$ cat src/rtl/div_unit.sv
// Multi-cycle restoring divider feeding the HI (remainder) and LO (quotient) muxes.
// Define DIV_UNSIGNED_EN to add the sign_mode input for DIVU support.
module div_unit #(
   parameter int WIDTH = 32
) (
   input  logic             clock,
   input  logic             reset,
   input  logic             start,
`ifdef DIV_UNSIGNED_EN
   input  logic             sign_mode,
`endif
   input  logic [WIDTH-1:0] a,
   input  logic [WIDTH-1:0] b,
   output logic [WIDTH-1:0] hi,
   output logic [WIDTH-1:0] lo,
   output logic             busy,
   output logic             done,
   output logic             div_zero
);

   localparam int CW = $clog2(WIDTH);
   localparam logic [CW-1:0] LAST = CW'(WIDTH - 1);

   typedef enum logic [2:0] {
      IDLE,
      LOAD,
      RUN,
      FIX,
      ZERO
   } state_t;

   state_t           state_q, state_d;
   logic [WIDTH-1:0] quot_q, quot_d;
   logic [WIDTH-1:0] dvs_q, dvs_d;
   logic [WIDTH-1:0] rem_q, rem_d;
   logic [CW-1:0]    cnt_q, cnt_d;
   logic             sign_a_q, sign_a_d;
   logic             q_neg_q, q_neg_d;
   logic [WIDTH-1:0] hi_q, hi_d;
   logic [WIDTH-1:0] lo_q, lo_d;
   logic             done_q, done_d;
   logic             dz_q, dz_d;

   logic             signed_op;
   logic             sa, sb;
   logic [WIDTH:0]   shifted;
   logic [WIDTH:0]   diff;

`ifdef DIV_UNSIGNED_EN
   assign signed_op = sign_mode;
`else
   assign signed_op = 1'b1;
`endif

   assign sa = signed_op & a[WIDTH-1];
   assign sb = signed_op & b[WIDTH-1];

   // Working remainder is one bit wider so the trial subtract's sign is visible.
   assign shifted = {rem_q, quot_q[WIDTH-1]};
   assign diff    = shifted - {1'b0, dvs_q};

   always_ff @(posedge clock or negedge reset) begin
      if (!reset) begin
         state_q  <= IDLE;
         quot_q   <= '0;
         dvs_q    <= '0;
         rem_q    <= '0;
         cnt_q    <= '0;
         sign_a_q <= 1'b0;
         q_neg_q  <= 1'b0;
         hi_q     <= '0;
         lo_q     <= '0;
         done_q   <= 1'b0;
         dz_q     <= 1'b0;
      end else begin
         state_q  <= state_d;
         quot_q   <= quot_d;
         dvs_q    <= dvs_d;
         rem_q    <= rem_d;
         cnt_q    <= cnt_d;
         sign_a_q <= sign_a_d;
         q_neg_q  <= q_neg_d;
         hi_q     <= hi_d;
         lo_q     <= lo_d;
         done_q   <= done_d;
         dz_q     <= dz_d;
      end
   end

   always_comb begin
      state_d  = state_q;
      quot_d   = quot_q;
      dvs_d    = dvs_q;
      rem_d    = rem_q;
      cnt_d    = cnt_q;
      sign_a_d = sign_a_q;
      q_neg_d  = q_neg_q;
      hi_d     = hi_q;
      lo_d     = lo_q;
      done_d   = 1'b0;
      dz_d     = 1'b0;
      unique case (state_q)
         IDLE: begin
            if (start) begin
               state_d  = LOAD;
               sign_a_d = sa;
               q_neg_d  = sa ^ sb;
               quot_d   = sa ? -a : a;
               dvs_d    = sb ? -b : b;
               rem_d    = '0;
               cnt_d    = '0;
            end
         end
         LOAD: begin
            state_d = (dvs_q == '0) ? ZERO : RUN;
         end
         RUN: begin
            if (!diff[WIDTH]) begin
               rem_d  = diff[WIDTH-1:0];
               quot_d = {quot_q[WIDTH-2:0], 1'b1};
            end else begin
               rem_d  = shifted[WIDTH-1:0];
               quot_d = {quot_q[WIDTH-2:0], 1'b0};
            end
            cnt_d = cnt_q + 1'b1;
            if (cnt_q == LAST) begin
               state_d = FIX;
            end
         end
         FIX: begin
            lo_d    = q_neg_q ? -quot_q : quot_q;
            hi_d    = sign_a_q ? -rem_q : rem_q;
            done_d  = 1'b1;
            state_d = IDLE;
         end
         ZERO: begin
            done_d  = 1'b1;
            dz_d    = 1'b1;
            state_d = IDLE;
         end
         default: state_d = IDLE;
      endcase
   end

   assign busy     = (state_q != IDLE);
   assign done     = done_q;
   assign div_zero = dz_q;
   assign hi       = hi_q;
   assign lo       = lo_q;

endmodule

$ cat config.mk
export PLATFORM = sky130hd
export DESIGN_NAME = div_unit
export DESIGN_NICKNAME = d
export VERILOG_FILES = /design/src/rtl/div_unit.sv
export SDC_FILE = /design/constraint.sdc
export NUM_CORES = 1
export LEC_CHECK = 0
export ABC_AREA = 1
export CELL_PAD_IN_SITES_DETAIL_PLACEMENT = 0
export CELL_PAD_IN_SITES_GLOBAL_PLACEMENT = 1
export CORE_MARGIN = 1
export CORE_UTILIZATION = 41
export CTS_CLUSTER_DIAMETER = 40
export CTS_CLUSTER_SIZE = 28
export DETAILED_ROUTE_END_ITERATION = 8
export GPL_TIMING_DRIVEN = 0
export HOLD_SLACK_MARGIN = 0.08
export PLACE_DENSITY_LB_ADDON = 0.1
export SYNTH_ARGS = -nofsm -noshare
export SYNTH_HDL_FRONTEND = slang
export SYNTH_SLANG_ARGS = --single-unit
$ cat constraint.sdc
create_clock -name clock -period 3 [get_ports clock]
set_input_delay 0.6 -clock clock [delete_from_list [all_inputs] [get_ports clock]]
set_output_delay 0.6 -clock clock [all_outputs]
set_load 0.02 [all_outputs]
# Yosys cells after proc, flatten, opt, wreduce, memory -nomap -nowiden
# Index checks and enable logic that the tools add are counted.
# op_classes
add_sub_neg,6
n_eq_ne,7
mux,18
bitwise,1
reduce_logical,8
# op_table
operator,count
$mux W32,7
$neg A32 Y32,4
$pmux W32 S2,2
$sub A33 B32 Y33,1
$logic_not A32 Y1,1
$pmux W5 S2,1
$mux W3,3
$pmux W3 S3,1
$eq A3 B2 Y1 const B,2
$reduce_and A2 Y1,3
$add A5 B1 Y5 const B,1
$eq A5 B5 Y1 const B,1
$mux W5,1
$ne A2 B2 Y1 const B,2
$eq A3 B1 Y1 const B,1
$eq A3 B3 Y1 const B,1
$logic_not A3 Y1,1
$mux W1,3
$reduce_bool A3 Y1,1
$reduce_bool A2 Y1,1
$reduce_or A2 Y1,1
$xor A1 B1 Y1,1
# totals
regBits,172
output_inout_bits,67
wordCells,51

# Depth between registers and ports, before layout
# depth
word_depth,4
mapped_depth,18

# Least setup slack after synthesis
# No wires, ideal clock.
# synth_path
path_kind,reg-to-reg
start,reg quot_q[31]
end,reg rem_q[4]
setup_ps,117
arrival_time_ps,2064
t_required_ps,2883
setup_slack_ps,819
stages_incl_launch_ff,19
path_buffers,1
period_less_slack_ps,2181
cell_sequence,dfrtp_1 -> inv_1 -> ha_1 -> fa_1 -> inv_1 -> nand2_1 -> nand2_1 -> nand3_1 -> nand2_2 -> nand2_2 -> nand2_4 -> nand2_4 -> nand2_4 -> nand2_4 -> nand2_4 -> buf_6 -> nand2_1 -> nand3_1 -> nand2_1
# synth_between
elab_chain_len,3
# synth_lines
element,line_no,source
"start, declared",33,"logic [WIDTH-1:0] quot_q, quot_d;"
"start signal, assigned",77,quot_q <= quot_d;
$sub A33 B32 Y33,60,"assign diff = shifted - {1'b0, dvs_q};"
$mux W32,118,if (!diff[WIDTH]) begin
$pmux W32 S2,102,unique case (state_q)
"end signal, assigned",79,rem_q <= rem_d;
"end, declared",35,"logic [WIDTH-1:0] rem_q, rem_d;"
# Every way passes these cells.
# A chain may end at the register's enable or synchronous reset.

# Worst setup path after layout
# layout_path
start,reg quot_q[31]
end,reg rem_q[11]
# The elaborated chain is that of the path after synthesis.

==> metrics <==
WP data arrival=2.99 ns; pre-CTS setup slack=0.110 ns; Leakage Power=7.99 nW; multi-input logic area=0.00745 mm^2; post-route met1 wirelength=21.5 mm; Synth top area share=0.327; largest net degree at the start of global routing=114; Non-Filler Cell Area, Final=0.0156 mm^2; crit path max fanout=10; setup slack, reg-to-reg=0.35 ns; crit-path max cell delay=0.43 ns; worst reg2reg startpoint=quot_q[31]$_DFFE_PN0P_; Final min period=2.65 ns; stages on the worst setup path=16; Worst-path clk slew=0.07 ns; syn nets=2,136; Initial Utilization=0.417; Cell Count, Final, Fillers Out=2,597; Post-synth ARST share=1.00; TritonCTS clock tree=built; Rows=65; kind of critical path=reg -> reg; Critical Path, Cell by Cell=inv_1 > ha_1 > fa_1 > inv_1 > nand2_1 > nand2_1 > nand3_1 > nand2_2 > nand2_2 > nand2_4 > nand2_4 > nand3_2 > buf_2 > nand3_1 > nand3_1 > nand2_1; Final Skew=0.0161 ns; Yosys reg bits=172; vias per cell=5.17; Switching Power=10.6 mW; HPWL Detailed=37.4 mm; Pwr Total=19.8 mW; Syn. warnings=0; fill cell count=3,289; Inst Count DP=2,565; number of placed I/O pins=134; combinational share of power=0.650; Max Root-Sink Buffers=2; register area share after synthesis=0.327; Reg power frac=0.231; FF-to-FF path depth=16; vias in the first global route=12,800; die area=0.0328 mm^2; Hold Buf Count CTS=0; crit share post-route=0.884; Top delay family on crit path=simple AND/OR/NAND/NOR gates; EDFF count, synth=0; FF-to-FF End=rem_q[11]$_DFFE_PN0P_; Root Driver=clkbuf_16; final WL=45.9 mm; main flop type after synthesis=dfrtp_1; cell-internal power=9.23 mW; H-tree depth=4; routed via count=13,400; Die H=181 um; worst slew pin tran=1.04 ns; CTS buffer count=17; placer congestion estimate=0.930; hold crit path type=in -> async; Fin Setup TNS=0 ns; IO buf count=132; Post-CTS Resized=0; GRT Overall Usage=0.289; synthesized area per cell=6.49 um^2; layout cells sized above 1=0.0456; ANT cells=0; worst setup margin=0.349 ns; Clock Latency Late Sink=0.46 ns; final setup violation count=0; Critical-path top delay cell=fa_1; drc violations=0; gr ovfl total=0; core area=0.0316 mm^2; Mapped Area=0.0132 mm^2; die width=181 um; register area=0.00430 mm^2; post-route ant nets=0; post-synthesis cell type count=46; CP endpoint kind=register; Relative slew margins=0.305; fmax=0.377 GHz; placed cell area=0.0150 mm^2; Setup crit start kind=register; Final Hold Fails=0; DRT iter0 DRCs=1,000; Setup Buffers After CTS=0; cell taking the most area after synthesis=dfrtp_1; clock net sink count=172; initial antenna violation count=0; met3 WL post-DR=2.02 mm; clock power share=0.119; status=finished clean; first-pass GRT wire length=72.7 mm; Wirelength per Cell=17.7 um; switch share=0.535; maxcap violations=0; Synth Instances=2,030; RSZ-0062 raised after global routing=false; WP data required=3.34 ns; WP buf/inv=3; Highest Signal Layer=met4; DR WL met2=21.3 mm; final net count=2,288; Cell Pwr Density=1270 mW/mm^2; top cells by area, synth=dfrtp_1 33%, nand2_1 19%, inv_1 8.2%; Worst VDD drop=0.466 mV; Area Overhead vs Synth=18.8%; Detailed Routing Iterations Pass 1=5; Max Slew Vio Count=0
==> synth_stat cells, types with 8 or more instances <==
master,n
a21oi_1,31
a31oi_1,11
buf_2,13
clkbuf_1,37
dfrtp_1,172
ha_1,38
inv_1,287
inv_2,8
nand2_1,654
nand2_2,14
nand3_1,199
nand3b_1,16
nand4_1,33
nor2_1,197
nor3_1,25
nor4_1,10
o211ai_1,9
o21ai_0,94
o21bai_1,15
o221ai_1,15
o22ai_1,19
o31ai_1,9
or2_2,10
xnor2_1,10
xor2_1,66
==> worst max-delay path by stage <==
stage / from / endpoint
floorplan: quot_q[31]$_DFFE_PN0P_ / rem_q[4]$_DFFE_PN0P_
global placement: reset / dvs_q[12]$_DFFE_PN0P_
detailed placement: b[0] / dvs_q[26]$_DFFE_PN0P_
CTS: quot_q[31]$_DFFE_PN0P_ / rem_q[11]$_DFFE_PN0P_
global route: quot_q[31]$_DFFE_PN0P_ / rem_q[7]$_DFFE_PN0P_
finish: quot_q[31]$_DFFE_PN0P_ / rem_q[11]$_DFFE_PN0P_
==> cell usage in the layout (no fill, tap or decap), drive strengths merged, types with 15 or more instances in the layout <==
| master | instances |
|---|---|
| inv | 302 |
| o21ai | 95 |
| xor2 | 66 |
| nand3 | 201 |
| buf | 25 |
| dfrtp | 172 |
| o221ai | 15 |
| nand4 | 33 |
| ha | 38 |
| nor3 | 27 |
| o22ai | 19 |
| nor2 | 199 |
| nand3b | 16 |
| a21oi | 33 |
| clkdlybuf4s50 | 131 |
| nand2 | 674 |
| clkbuf | 56 |
| o21bai | 15 |
==> flip-flops by register name, summed over array words and instances (netlist names) <==
| name | count |
|---|---|
| quot_q | 32 |
| q_neg_q | 1 |
| state_q | 3 |
| cnt_q | 5 |
| sign_a_q | 1 |
| div_zero | 1 |
| dvs_q | 32 |
| lo | 32 |
| hi | 32 |
| done | 1 |
| rem_q | 32 |
==> through the flow <==
stage,hold slack [ns],utilization
finish,0.0682,0.496
global route,0.107,0.496
CTS,0.0861,0.496
detailed placement,0.460,0.476
global placement,0.442,0.475
floorplan,0.304,-
==> cells by family after synthesis <==
group / after synthesis / synth area share
and+or+nand+nor: 1174 / 0.381
buffers and inverters: 358 / 0.107
DFF: 172 / 0.327
AOI/OAI and AO/OA: 211 / 0.0969
adders and majority gates: 39 / 0.0376
xor gates and xnor gates: 76 / 0.0506
==> per-layer routing <==
| layer | vias to the layer above | track usage |
|---|---|---|
| li1 | 6787 | - |
| met1 | 6230 | 0.395 |
| met2 | 350 | 0.477 |
| met3 | 61 | 0.0343 |
| met4 | 0 | 0.0875 |
| met5 | - | 0 |
==> worst reg2reg max path, stage by stage (launching register included) <==
cell     delay (ns)
dfrtp_1        0.35
inv_1          0.12
ha_1           0.28
fa_1           0.43
inv_1          0.12
nand2_1        0.06
nand2_1        0.07
nand3_1        0.08
nand2_2        0.13
nand2_2        0.09
nand2_4        0.08
nand2_4        0.07
nand3_2        0.14
buf_2          0.23
nand3_1        0.14
nand3_1        0.11
nand2_1        0.05
==> area by class of cell <==
type	instances	area share
Multi-Input combinational cell	1500	0.477
Buffer	61	0.0188
Clock inverter	14	0.0111
Sequential cell	172	0.275
Timing Repair Buffer	133	0.0866
Inverter	297	0.0713
Tap cell	402	0.0322
Clock buffer	18	0.0281
==> power by group through the flow <==
| stage | sequential [mW] | combinational (mW) | clock (mW) |
|---|---|---|---|
| floorplan | 4.63 | 8.39 | 0 |
| global placement | 4.59 | 12.8 | 0 |
| detailed placement | 4.60 | 12.8 | 0 |
| CTS | 4.57 | 12.9 | 2.39 |
| global route | 4.70 | 14.5 | 2.48 |
| finish | 4.58 | 12.9 | 2.36 |
Note: power is estimated with default switching activity, not from simulation.
